## config.mk

```make
export PLATFORM = sky130hd
export DESIGN_NAME = bus_split_arbiter
export DESIGN_NICKNAME = d
export VERILOG_FILES = /design/src/rtl/bus_arb_pkg.sv /design/src/rtl/arb_pick.sv /design/src/rtl/bus_split_arbiter.sv
export SDC_FILE = /design/constraint.sdc
export NUM_CORES = 1
export LEC_CHECK = 0
export ABC_CLOCK_PERIOD_IN_PS = 1600
export BUFFER_PORTS_ARGS = -buffer_cell sky130_fd_sc_hd__buf_2
export CELL_PAD_IN_SITES_DETAIL_PLACEMENT = 0
export CELL_PAD_IN_SITES_GLOBAL_PLACEMENT = 1
export CORE_UTILIZATION = 25
export DETAILED_ROUTE_END_ITERATION = 16
export GPL_TIMING_DRIVEN = 0
export PLACE_DENSITY = 0.52
export SLEW_MARGIN = 40
export SYNTH_ARGS = -nofsm -noshare
export SYNTH_HDL_FRONTEND = slang
export SYNTH_SLANG_ARGS = --single-unit
```

## constraint.sdc

```tcl
create_clock -name CLK -period 1.6 [get_ports CLK]
set_input_delay 0.48 -clock CLK [delete_from_list [all_inputs] [get_ports CLK]]
set_output_delay 0.48 -clock CLK [all_outputs]
set_load 0.05 [all_outputs]
```

## src/rtl/bus_arb_pkg.sv

```systemverilog
// Shared types and helpers for the split-capable bus arbiter.
// Build option: define ARB_ROUND_ROBIN_EN for rotating priority (fixed lowest-index otherwise).
package bus_arb_pkg;

  // Upper bound on the number of masters and the width of a master index at that bound
  localparam int MAX_MASTERS = 8;
  localparam int IDX_W       = 3;

  typedef enum logic [1:0] {
    IDLE   = 2'd0,
    GRANT  = 2'd1,
    RESUME = 2'd2
  } arb_state_t;

  // One-hot decode of a master index, sized for the largest supported bus
  function automatic logic [MAX_MASTERS-1:0] onehot(input logic [IDX_W-1:0] idx);
    logic [MAX_MASTERS-1:0] v;
    v      = '0;
    v[idx] = 1'b1;
    return v;
  endfunction

endpackage

```

## src/rtl/arb_pick.sv

```systemverilog
// Combinational masked priority picker.
// Finds the first requesting, unmasked master at or after 'start', wrapping modulo N_MASTERS.
module arb_pick
  import bus_arb_pkg::*;
#(
  parameter int  N_MASTERS = 2,
  localparam int IW        = $clog2(N_MASTERS)
) (
  input  logic [N_MASTERS-1:0] req,
  input  logic [N_MASTERS-1:0] mask,
  input  logic [IW-1:0]        start,
  output logic                 valid,
  output logic [IW-1:0]        idx
);

  logic [N_MASTERS-1:0] elig;
  logic [N_MASTERS-1:0] elig_rot;

  assign elig = req & ~mask;

  // Rotate so that bit 0 of elig_rot corresponds to the master at 'start'
  assign elig_rot = N_MASTERS'({elig, elig} >> start);

  // Scan the rotated vector from bit 0 and map the first hit back to a master index
  always_comb begin
    logic [IW:0] sum;
    valid = 1'b0;
    idx   = '0;
    sum   = '0;
    for (int i = 0; i < N_MASTERS; i++) begin
      if (!valid && elig_rot[i]) begin
        valid = 1'b1;
        sum   = {1'b0, start} + (IW+1)'(i);
        if (sum >= (IW+1)'(N_MASTERS)) begin
          sum = sum - (IW+1)'(N_MASTERS);
        end
        idx = sum[IW-1:0];
      end
    end
  end

endmodule

```

## src/rtl/bus_split_arbiter.sv

```systemverilog
// Central arbiter for the serial bus with split-transaction support.
// Grants one master at a time, parks a master whose read is split by the slave,
// lets other masters use the bus meanwhile, and re-grants the parked master in RESUME.
// Build option: ARB_ROUND_ROBIN_EN selects rotating priority; otherwise lowest index wins.
module bus_split_arbiter
  import bus_arb_pkg::*;
#(
  parameter int  N_MASTERS = 2,
  localparam int IW        = $clog2(N_MASTERS)
) (
  input  logic                 CLK,
  input  logic                 RST,
  input  logic [N_MASTERS-1:0] M_BREQ,
  output logic [N_MASTERS-1:0] M_BGRANT,
  input  logic                 B_SBSY,
  input  logic                 SPL_SLV_READY,
  output logic                 B_SPLIT,
  output logic                 B_SPL_RESUME,
  output logic [IW-1:0]        BUS_OWNER,
  output logic                 BUS_BUSY,
  output logic                 SPLIT_ERR
);

  arb_state_t           state;
  logic                 split_pending;
  logic [IW-1:0]        split_owner;

  logic [N_MASTERS-1:0] pick_mask;
  logic [IW-1:0]        pick_start;
  logic                 pick_valid;
  logic [IW-1:0]        pick_idx;

  logic [N_MASTERS-1:0] oh_pick;
  logic [N_MASTERS-1:0] oh_split;
  logic                 owner_req;
  logic                 parked_req;

`ifdef ARB_ROUND_ROBIN_EN
  logic [IW-1:0]        rr_ptr;
  assign pick_start = rr_ptr;
`else
  assign pick_start = '0;
`endif

  // The parked master may keep requesting, but it must not win a normal grant
  assign pick_mask  = split_pending ? oh_split : '0;
  assign oh_pick    = N_MASTERS'(onehot(IDX_W'(pick_idx)));
  assign oh_split   = N_MASTERS'(onehot(IDX_W'(split_owner)));
  assign owner_req  = M_BREQ[BUS_OWNER];
  assign parked_req = M_BREQ[split_owner];

  arb_pick #(
    .N_MASTERS (N_MASTERS)
  ) u_pick (
    .req   (M_BREQ),
    .mask  (pick_mask),
    .start (pick_start),
    .valid (pick_valid),
    .idx   (pick_idx)
  );

  // Arbitration FSM: all bus-facing outputs are registered here
  always_ff @(posedge CLK or posedge RST) begin
    if (RST) begin
      state         <= IDLE;
      split_pending <= 1'b0;
      split_owner   <= '0;
      M_BGRANT      <= '0;
      BUS_OWNER     <= '0;
      BUS_BUSY      <= 1'b0;
      B_SPLIT       <= 1'b0;
      B_SPL_RESUME  <= 1'b0;
      SPLIT_ERR     <= 1'b0;
`ifdef ARB_ROUND_ROBIN_EN
      rr_ptr        <= '0;
`endif
    end else begin
      SPLIT_ERR <= 1'b0;
      case (state)
        IDLE: begin
          if (split_pending && parked_req && SPL_SLV_READY) begin
            // Resuming the parked transfer beats any new request
            state        <= RESUME;
            M_BGRANT     <= oh_split;
            BUS_OWNER    <= split_owner;
            BUS_BUSY     <= 1'b1;
            B_SPLIT      <= 1'b0;
            B_SPL_RESUME <= 1'b1;
          end else begin
            // Parked master gave up before the slave was ready: drop the split
            if (split_pending && !parked_req) begin
              split_pending <= 1'b0;
              B_SPLIT       <= 1'b0;
            end
            if (pick_valid) begin
              state     <= GRANT;
              M_BGRANT  <= oh_pick;
              BUS_OWNER <= pick_idx;
              BUS_BUSY  <= 1'b1;
`ifdef ARB_ROUND_ROBIN_EN
              rr_ptr    <= (pick_idx == IW'(N_MASTERS-1)) ? '0 : pick_idx + 1'b1;
`endif
            end
          end
        end

        GRANT: begin
          // Only one split may be outstanding; a second one is flagged and dropped
          if (split_pending && B_SBSY) begin
            SPLIT_ERR <= 1'b1;
          end
          if (split_pending && !parked_req) begin
            split_pending <= 1'b0;
            B_SPLIT       <= 1'b0;
          end
          if (!owner_req) begin
            state     <= IDLE;
            M_BGRANT  <= '0;
            BUS_OWNER <= '0;
            BUS_BUSY  <= 1'b0;
          end else if (B_SBSY && !split_pending) begin
            // Slave split the read: park the owner and free the bus immediately
            split_pending <= 1'b1;
            split_owner   <= BUS_OWNER;
            B_SPLIT       <= 1'b1;
            state         <= IDLE;
            M_BGRANT      <= '0;
            BUS_OWNER     <= '0;
            BUS_BUSY      <= 1'b0;
          end
        end

        RESUME: begin
          if (!parked_req) begin
            split_pending <= 1'b0;
            B_SPL_RESUME  <= 1'b0;
            state         <= IDLE;
            M_BGRANT      <= '0;
            BUS_OWNER     <= '0;
            BUS_BUSY      <= 1'b0;
          end
        end

        default: begin
          state <= IDLE;
        end
      endcase
    end
  end

endmodule

```

==> flow_metrics.py, run 1 <==
metrics = {
    "status": {
        "status": "complete, but fails checks",
        "violations": "setup timing",
    },
    "drt": {
        "vias_per_cell": 4.701,
        "wl_um": 1406,
        "route.detailed.wl_per_inst_um": 12.02,
        "antenna_left": 0,
        "drt-pass1-iter-count": 3,
        "drtIter0Drc": 8,
        "drc": 0,
        "vias": 550,
    },
    "setup_path": {
        "path_class": "reg -> reg",
        "required_ns": 1.76,
        "crit_path_max_fanout": 3,
        "worstPathArrival_ns": 1.83,
        "end_kind": "flop",
        "start_kind": "flop",
    },
    "floorplanning": {
        "start_util_pct": 26.53,
        "die_h_um": 53.50,
        "fp.dieArea_sq_um": 2862,
        "fp.dieW_um": 53.50,
        "pin_count": 13,
        "rows": 18,
        "coreArea_sq_um": 2500,
    },
    "sta": {
        "finalSetupViolCount": 5,
        "fin_worst_skew_ns": 0.006340,
        "fin_setup_tns_ns": -0.2312,
        "fmax_ghz": 0.5972,
        "whs_ns": 0.1888,
        "fin_crit_sh_pct": 104.6,
        "final_max_slew_viol_count": 0,
        "rsz0062_at_grt": "yes",
        "slew_headroom_pct": 71.75,
        "hold_viol": 0,
        "fin_crit_ns": 1.674,
        "setup_ws_ns": -0.07437,
        "worst_pin_slew_ns": 0.4233,
    },
    "placement": {
        "dp_slack_ns": -0.3332,
        "gp_congestion": 0.6741,
        "place_inst": 107,
        "port_buffers": 12,
        "postPlaceCellArea_sq_um": 765.7,
        "dpl.hpwl_um": 1065,
    },
    "power": {
        "irDropWorstVdd_uv": 832.0,
        "power_per_cell_area_nw_per_um2": 1871,
        "p_leak_uw": 0.0004144,
        "comb_power_share_pct": 63.5,
        "p_int_uw": 877.6,
        "swShare_pct": 45.90,
        "clkPwrFrac_pct": 11.6,
        "p_switching_uw": 744.6,
        "seq_power_share_pct": 24.9,
    },
    "layout": {
        "antennaDiodeCount": 0,
        "mostFrequentLayoutCells": "11 x buf_2, 8 x dfrtp_1, 6 x a21oi_1, 6 x inv_1, 6 x buf_4",
        "drive_above_1_share_pct": 42.53,
        "area_delta_synth_final_pct": 30.75,
        "final_cells": 117,
        "fin_nets": 98,
        "finalInstanceArea_sq_um": 867.1,
        "fillers": 265,
        "final_common_cell": "buf_2",
        "register_area_sq_um": 252.7,
        "multi_input_area_sq_um": 397.9,
    },
    "global_route": {
        "grt_usage_pct": 12.61,
        "grt_pass1_wl_um": 2449,
        "grt_start_max_net_pins": 11,
        "grt_pass1_vias": 524,
        "antenna_found_initial": 0,
        "grt-ovfl-total": 0,
    },
    "clock_tree": {
        "root_buffer": "clkbuf_4",
        "postCtsHoldBufs": 0,
        "cts-buffers-inserted": 3,
        "insertion_delay_ns": 0.27,
        "cts_tree": "yes",
        "cts_buffer_depth": 2,
        "htree_levels": 1,
        "path_clk_slew_ns": 0.07,
        "numClockSinks": 10,
    },
    "min_path": {
        "hold_class": "in -> async",
    },
    "yosys": {
        "yosysTopAreaCellShare_pct": 37.74,
        "ys_seq_area_share_pct": 37.74,
        "synth_area_sq_um": 663.1,
        "synth.largest_area_cell": "dfrtp_1",
        "syn_inst": 65,
        "synth.distinct_cells": 29,
        "synth_area_leaders": "dfrtp_1 38%, ha_1 7.5%, mux2_4 6.8%",
        "postSynthAreaPerCell_sq_um": 10.20,
        "synth-seq-cells": 10,
        "syn_nets": 75,
        "yosysWarnings": 0,
    },
    "flow_run": {
        "max_cap_viol_count": 0,
    },
}
==> registers in the layout (all words and copies together), names as in the netlist <==
name and count:
B_SPL_RESUME 1, split_owner 1, BUS_BUSY 1, SPLIT_ERR 1
BUS_OWNER 1, state 2, split_pending 1, B_SPLIT 1
M_BGRANT 1
==> metal layers <==
layer | GRT usage [%] | vias to the layer above | wire length [um]
met5 | 0 | - | 0
met4 | 7.895 | 0 | 32
met3 | 3.736 | 4 | 60
met2 | 17.71 | 12 | 594
met1 | 16.58 | 252 | 719
li1 | - | 282 | -
==> area by class of cell <==
class | count | share of cell area (%)
Inverter | 6 | 2.597
Timing Repair Buffer | 18 | 13.71
Tap cell | 30 | 4.329
Sequential cell | 10 | 29.15
Buffer | 2 | 1.299
Multi-Input combinational cell | 47 | 45.89
Clock buffer | 4 | 3.030
==> per-stage QoR <==
stage | utilization, % | total power [uW]
after CTS | 33.38 | 1584
after detailed placement | 30.63 | 1315
after global routing | 34.68 | 1762
after global placement | 30.63 | 1316
after floorplan | - | 1130
final | 34.68 | 1622
==> cells by family after synthesis <==
| logic type | synth area share, % |
|---|---|
| fa+ha+maj | 7.547 |
| simple gates | 18.49 |
| mux | 13.02 |
| flops | 37.74 |
| compound gates | 18.12 |
| buf+inv | 5.094 |
==> cell usage after synthesis (all sizes together) <==
cell and count:
and3 1, inv 6, mux2i 3, dfrtp 10
buf 1, ha 4, nor2 4, and4 1
a21oi 6, and4b 2, nand2 3, and3b 1
nand2b 2, a21o 1, and2b 1, a22o 1
a31oi 1, o211ai 1, nand4 1, and2 1
o21ai 3, a32oi 2, a211oi 1, mux2 4
nand3 3, clkbuf 1
==> power groups by stage <==
stage / Combinational [uW] / Sequential, uW / Clock [uW]
4_1_cts: 974 / 408 / 202
3_3_place_gp: 899 / 417 / 0
2_1_floorplan: 505 / 625 / 0
6_report: 1030 / 405 / 188
3_5_place_dp: 895 / 420 / 0
5_1_grt: 1130 / 416 / 216
==> final timing paths <==
path / slack, ns / from / depth (start not counted) / to
setup / recovery: -0.07 / BUS_OWNER$_DFFE_PP0P_ / 4 / BUS_OWNER$_DFFE_PP0P_
hold / removal: 0.19 / RST / 2 / B_SPLIT$_DFFE_PP0P_
setup reg to reg: -0.07 / BUS_OWNER$_DFFE_PP0P_ / 4 / BUS_OWNER$_DFFE_PP0P_
hold reg to reg: 0.48 / B_SPLIT$_DFFE_PP0P_ / 1 / B_SPLIT$_DFFE_PP0P_
max in group asynchronous: 1.09 / RST / 2 / BUS_OWNER$_DFFE_PP0P_
min in group CLK: 0.48 / B_SPLIT$_DFFE_PP0P_ / 1 / B_SPLIT$_DFFE_PP0P_
==> repair_timing <==
item / 4_1_cts / 5_1_grt
endpoints found under the setup margin: 4 / 6
pin swaps: 2 / 3
resized for setup: 4 / 7
hold endpoints to repair: 0 / 0
setup buffers: 4 / 2
==> worst max-delay path, stage by stage (launching register included) <==
cell,delay (ns)
dfrtp_2,0.41
mux2_4,0.32
a32oi_4,0.23
and4b_4,0.29
mux2_4,0.30
Note: power is estimated with default switching activity, not from simulation.
==> inputs of run 2 (changes only) <==
--- a/config.mk
+++ b/config.mk
@@ -12,8 +12,9 @@
 export CORE_UTILIZATION = 25
 export DETAILED_ROUTE_END_ITERATION = 16
 export GPL_TIMING_DRIVEN = 0
-export PLACE_DENSITY = 0.52
+export PLACE_DENSITY_LB_ADDON = 0.1
 export SLEW_MARGIN = 40
 export SYNTH_ARGS = -nofsm -noshare
 export SYNTH_HDL_FRONTEND = slang
+export SYNTH_HIERARCHICAL = 1
 export SYNTH_SLANG_ARGS = --single-unit
==> flow_metrics.py, run 2 <==
metrics = {
    "clock_tree": {
        "numClockSinks": 10,
        "postCtsHoldBufs": 0,
        "root_buffer": "clkbuf_4",
        "htree_levels": 1,
        "cts-buffers-inserted": 3,
        "path_clk_slew_ns": 0.07,
        "cts_buffer_depth": 2,
        "insertion_delay_ns": 0.27,
        "cts_tree": "yes",
    },
    "setup_path": {
        "cpLargestDelayFamily": "multiplexers",
        "crit_chain": "mux2_4 > a32o_2 > a311oi_4 > mux2_4",
        "cpMostUsedCell": "mux2_4",
        "r2r_cells": 4,
        "critical_path_buf_inv_count": 0,
        "rrSetupSlack_ns": -0.16,
        "r2r_end": "M_BGRANT[1]$_DFFE_PP0P_",
        "max_stage_delay_ns": 0.42,
        "path_class": "reg -> reg",
        "worstPathArrival_ns": 1.92,
        "path_depth": 4,
        "start_kind": "flop",
        "critPathSlowestCell": "dfrtp_2",
        "end_kind": "flop",
        "required_ns": 1.76,
        "crit_path_max_fanout": 3,
        "r2r_start": "M_BGRANT[1]$_DFFE_PP0P_",
    },
    "yosys": {
        "synth_xor_area_share_pct": 0,
        "ys_async_sr_fraction_pct": 100.0,
        "yosys.area_share.adder_pct": 7.576,
        "synth.largest_area_cell": "dfrtp_1",
        "synth-seq-cells": 10,
        "synth.distinct_cells": 29,
        "syn_nets": 75,
        "synth_edf_count": 0,
        "yosysTopAreaCellShare_pct": 37.88,
        "synth-main-ff-cell": "dfrtp_1",
        "synth_mux_area_share_pct": 10.61,
        "syn_inst": 65,
        "synth_area_leaders": "dfrtp_1 38%, ha_1 7.6%, mux2_2 6.8%",
        "yosys.area_share.simple_pct": 14.58,
        "synth.most_common_cell": "dfrtp_1",
        "postSynthAreaPerCell_sq_um": 10.16,
        "yosysWarnings": 6,
        "synth_commonest_cells": "10 x dfrtp_1, 9 x inv_1, 5 x o21ai_0",
        "ys_seq_area_share_pct": 37.88,
        "synth_area_sq_um": 660.6,
        "synth_top_family_by_area": "compound AO/OA/AOI/OAI gates",
        "synth_compound_area_share_pct": 21.97,
    },
    "drt": {
        "antenna_left": 0,
        "drt-pass1-iter-count": 4,
        "route.detailed.wl_per_inst_um": 12.68,
        "vias": 556,
        "wl_um": 1534,
        "drc": 0,
        "vias_per_cell": 4.595,
        "drtIter0Drc": 2,
    },
    "global_route": {
        "grt-ovfl-total": 0,
        "grt_start_max_net_pins": 11,
        "grt_usage_pct": 12.66,
        "antenna_found_initial": 0,
        "grt_pass1_vias": 525,
        "grt_pass1_wl_um": 2490,
    },
    "placement": {
        "port_buffers": 12,
        "gp_congestion": 0.7298,
        "dpl.hpwl_um": 1094,
        "postPlaceCellArea_sq_um": 770.7,
    },
    "flow_run": {
        "max_cap_viol_count": 0,
    },
    "sta": {
        "fin_crit_sh_pct": 110.1,
        "rsz0062_at_grt": "yes",
        "fin_worst_skew_ns": 0.006875,
        "fin_crit_ns": 1.762,
        "setup_ws_ns": -0.1618,
        "fmax_ghz": 0.5676,
        "hold_viol": 0,
        "finalSetupViolCount": 3,
        "final_max_slew_viol_count": 0,
    },
    "min_path": {
        "hold_class": "in -> async",
    },
    "status": {
        "status": "complete, but fails checks",
        "violations": "setup timing",
    },
    "floorplanning": {
        "start_util_pct": 26.67,
        "coreArea_sq_um": 2477,
        "die_h_um": 53.41,
        "pin_count": 13,
        "rows": 18,
        "fp.dieArea_sq_um": 2852,
        "fp.dieW_um": 53.41,
    },
    "layout": {
        "finalInstanceArea_sq_um": 905.9,
        "reg_top3": "M_BGRANT: 2 flops, state: 2 flops",
        "mostFrequentLayoutCells": "11 x buf_4, 11 x buf_2, 8 x dfrtp_1, 8 x inv_1, 5 x o21ai_0",
        "drive_above_1_share_pct": 50.55,
        "area_delta_synth_final_pct": 37.12,
        "fin_nets": 102,
        "antennaDiodeCount": 0,
    },
    "power": {
        "irDropWorstVdd_uv": 997.8,
        "finalPower_uw": 1696,
        "power_per_cell_area_nw_per_um2": 1872,
        "p_leak_uw": 0.0004688,
    },
}
run 2: worst max-delay path by stage:
stage	from	endpoint	slack [ns]
after floorplan	M_BGRANT[1]$_DFFE_PP0P_	M_BGRANT[1]$_DFFE_PP0P_	-0.30
after global placement	M_BREQ[0]	M_BGRANT[0]$_DFFE_PP0P_	-0.39
after detailed placement	M_BREQ[0]	M_BGRANT[1]$_DFFE_PP0P_	-0.38
after CTS	M_BGRANT[1]$_DFFE_PP0P_	M_BGRANT[1]$_DFFE_PP0P_	-0.17
after global routing	split_pending$_DFFE_PP0P_	M_BGRANT[1]$_DFFE_PP0P_	-0.22
final	M_BGRANT[1]$_DFFE_PP0P_	M_BGRANT[1]$_DFFE_PP0P_	-0.16
run 2: layer usage:
layer	vias up	track usage (%)	routed length [um]
met4	0	2.632	0
met1	263	16.58	748
met3	0	5.172	65
met2	10	19.17	721
li1	283	-	-
met5	-	0	0
run 2: what timing repair did:
item / in CTS / in global routing
pin swaps: 3 / 1
setup endpoints to repair: 3 / 5
buffers inserted: 6 / 4
resized for setup: 7 / 6
run 2: layout make-up:
class                           instances  area, sq um
Sequential cell                        10        252.7
Fill cell                             270         1572
Tap cell                               30        37.54
Clock buffer                            4        26.28
Buffer                                  2        22.52
Timing Repair Buffer                   22        141.4
Multi-Input combinational cell         44        391.6
Inverter                                9        33.78
run 2: power breakdown:
group / switching (uW) / total (uW) / internal [uW]
Sequential: 70.3 / 421 / 350
Clock: 90.0 / 186 / 96.5
Combinational: 580 / 1090 / 509
Total: 741 / 1700 / 956
run 2: logic make-up (layout without fill, tap and decap cells):
| group | after synthesis | count (layout) |
|---|---|---|
| AND/OR/NAND/NOR | 14 | 14 |
| adder cells (fa/ha/maj) | 4 | 4 |
| buffers and inverters | 11 | 37 |
| flip-flops | 10 | 10 |
| AO/OA/AOI/OAI | 19 | 19 |
| multiplexers | 6 | 6 |
| other | 1 | 1 |
run 2: stage by stage:
stage          hold WS (ns)  std cells  setup slack, ns  utilization, %  setup TNS (ns)
6_report             0.1835        121          -0.1618           36.57         -0.4575
5_1_grt              0.2300        121          -0.2169           36.57         -0.6870
4_1_cts              0.2021        117          -0.1742           34.90         -0.5014
3_5_place_dp         0.4611        107          -0.3842           31.11         -0.9919
3_3_place_gp         0.4555        107          -0.3884           31.11          -1.008
2_1_floorplan        0.3201         65          -0.2957               -         -0.7208
run 2: worst register-to-register path, cell delays in order (launching register included):
cell	delay, ns
dfrtp_2	0.42
mux2_4	0.31
a32o_2	0.30
a311oi_4	0.29
mux2_4	0.33
==> inputs of run 3 (changes only) <==
--- a/config.mk
+++ b/config.mk
@@ -5,6 +5,7 @@
 export SDC_FILE = /design/constraint.sdc
 export NUM_CORES = 1
 export LEC_CHECK = 0
+export ABC_AREA = 1
 export ABC_CLOCK_PERIOD_IN_PS = 1600
 export BUFFER_PORTS_ARGS = -buffer_cell sky130_fd_sc_hd__buf_2
 export CELL_PAD_IN_SITES_DETAIL_PLACEMENT = 0
@@ -13,6 +14,7 @@
 export DETAILED_ROUTE_END_ITERATION = 16
 export GPL_TIMING_DRIVEN = 0
 export PLACE_DENSITY_LB_ADDON = 0.1
+export RECOVER_POWER = 25
 export SLEW_MARGIN = 40
 export SYNTH_ARGS = -nofsm -noshare
 export SYNTH_HDL_FRONTEND = slang
==> flow_metrics.py, run 3 <==
metrics = {
    "status": {
        "status": "complete, no violations",
    },
    "yosys": {
        "ys_async_sr_fraction_pct": 100.0,
        "synth.largest_area_cell": "dfrtp_1",
        "yosysWarnings": 6,
        "synth.most_common_cell": "nand2_1",
        "synth.distinct_cells": 18,
        "yosysTopAreaCellShare_pct": 35.03,
        "synth_area_sq_um": 714.4,
        "synth_mux_area_share_pct": 0,
        "synth_area_leaders": "dfrtp_1 35%, nand2_1 16%, inv_1 11%",
        "syn_nets": 113,
        "synth_top_family_by_area": "simple AND/OR/NAND/NOR gates",
        "ys_seq_area_share_pct": 35.03,
        "synth_compound_area_share_pct": 9.807,
        "synth_commonest_cells": "31 x nand2_1, 21 x inv_1, 10 x dfrtp_1, 9 x o21ai_0",
        "synth_edf_count": 0,
        "syn_inst": 103,
        "postSynthAreaPerCell_sq_um": 6.936,
        "yosys.area_share.adder_pct": 7.005,
        "yosys.area_share.simple_pct": 34.50,
        "synth-seq-cells": 10,
        "synth-main-ff-cell": "dfrtp_1",
        "synth_xor_area_share_pct": 0,
    },
    "floorplanning": {
        "die_h_um": 55.46,
        "start_util_pct": 26.13,
        "rows": 19,
        "fp.dieW_um": 55.46,
        "pin_count": 13,
        "fp.dieArea_sq_um": 3075,
        "coreArea_sq_um": 2734,
    },
    "setup_path": {
        "path_class": "reg -> out",
        "crit_path_max_fanout": 5,
        "worstPathArrival_ns": 1.06,
        "start_kind": "flop",
        "r2r_cells": 7,
        "required_ns": 1.12,
        "end_kind": "primary output",
    },
    "clock_tree": {
        "cts_buffer_depth": 2,
        "cts-buffers-inserted": 3,
        "root_buffer": "clkbuf_4",
        "numClockSinks": 10,
        "htree_levels": 1,
        "postCtsSetupBuffers": 0,
        "cts_resized": 0,
        "postCtsHoldBufs": 0,
        "cts_tree": "yes",
        "insertion_delay_ns": 0.26,
        "path_clk_slew_ns": 0.06,
    },
    "global_route": {
        "antenna_found_initial": 0,
        "grt_pass1_vias": 611,
        "grt_start_max_net_pins": 11,
        "grt_usage_pct": 11.29,
        "grt-ovfl-total": 0,
        "grt_pass1_wl_um": 2622,
    },
    "layout": {
        "final_common_cell": "nand2_1",
        "area_delta_synth_final_pct": 16.99,
        "drive_above_1_share_pct": 22.03,
        "mostFrequentLayoutCells": "31 x nand2_1, 21 x inv_1, 12 x buf_2",
        "fillers": 297,
        "utilization_pct": 30.57,
        "antennaDiodeCount": 0,
        "fin_nets": 130,
        "reg_top3": "M_BGRANT: 2 flops, state: 2 flops",
        "final_cells": 149,
    },
    "sta": {
        "hold_viol": 0,
        "fmax_ghz": 0.6509,
        "rsz0062_at_grt": "no",
        "whs_ns": 0.1918,
        "fin_crit_ns": 1.536,
        "fin_crit_sh_pct": 96.02,
        "final_max_slew_viol_count": 0,
        "finalSetupViolCount": 0,
        "fin_worst_skew_ns": 0.0002587,
        "fin_setup_tns_ns": 0,
    },
    "placement": {
        "dpl.hpwl_um": 1231,
        "gp_congestion": 0.7640,
        "place_inst": 146,
        "port_buffers": 12,
    },
    "drt": {
        "drc": 0,
        "drt-pass1-iter-count": 4,
        "vias_per_cell": 4.221,
        "vias": 629,
        "route.detailed.wl_per_inst_um": 9.933,
        "wl_um": 1480,
        "drtIter0Drc": 19,
        "antenna_left": 0,
    },
    "flow_run": {
        "max_cap_viol_count": 0,
    },
    "power": {
        "irDropWorstVdd_uv": 871.9,
        "p_leak_uw": 0.0004656,
        "power_per_cell_area_nw_per_um2": 1781,
        "finalPower_uw": 1488,
    },
    "min_path": {
        "hold_class": "in -> async",
    },
}
run 3: cell count changes after synthesis, sizes merged, moves of 5 or more:
| cell | before | now |
|---|---|---|
| inv | 9 | 23 |
| mux2 | 5 | 0 |
| nand2 | 2 | 33 |
| nand3 | 2 | 7 |
| nor2 | 0 | 8 |
| o21ai | 5 | 13 |
run 3: area by class of cell:
cell class	instances	area, sq um	share of cell area, %
Buffer	1	7.507	0.8982
Clock buffer	3	22.52	2.695
Inverter	23	86.33	10.33
Multi-Input combinational cell	69	370.4	44.31
Sequential cell	10	250.2	29.94
Tap cell	31	38.79	4.641
Timing Repair Buffer	12	60.06	7.186
run 3: report_power, final:
| part | internal [uW] | total, uW | switching [uW] |
|---|---|---|---|
| registers | 349 | 435 | 86.5 |
| clock network | 87.0 | 173 | 86.0 |
| logic | 261 | 880 | 619 |
| total | 696 | 1490 | 792 |
run 3: cells by family (layout without fill, tap and decap cells):
group / count (synthesis) / in the layout
fa+ha+maj: 4 / 4
compound gates: 14 / 14
simple gates: 50 / 50
buf+inv: 24 / 39
other cells: 1 / 1
flops: 10 / 10
run 3: path summary, 6_finish.rpt:
path / endpoint / from / slack (ns)
max reg2reg: split_pending$_DFFE_PP0P_ / state[0]$_DFFE_PP0P_ / 0.13
min reg2reg: B_SPLIT$_DFFE_PP0P_ / B_SPLIT$_DFFE_PP0P_ / 0.49
min in group CLK: SPLIT_ERR$_DFF_PP0_ / B_SBSY / 0.44
min: B_SPLIT$_DFFE_PP0P_ / RST / 0.19
max in group asynchronous: split_owner$_DFFE_PP0P_ / RST / 1.12
max: M_BGRANT[1] / M_BGRANT[1]$_DFFE_PP0P_ / 0.06
run 3: per-layer routing:
layer	wire length [um]	up-vias	GRT usage, %
met4	41	0	8.571
li1	-	343	-
met5	0	-	0
met3	41	4	1.874
met2	682	7	17.90
met1	714	275	13.61
run 3: critical path, stage by stage, from the launching register on:
cell	delay (ns)
dfrtp_1	0.42
buf_4	0.13
buf_2	0.24
run 3: through the flow:
stage	instance area, sq um	worst slack, ns
after floorplan	714.4	0.1813
after global placement	813.3	0.1429
after detailed placement	813.3	0.1398
after CTS	835.8	0.03757
after global routing	835.8	0.002533
final	835.8	0.06368
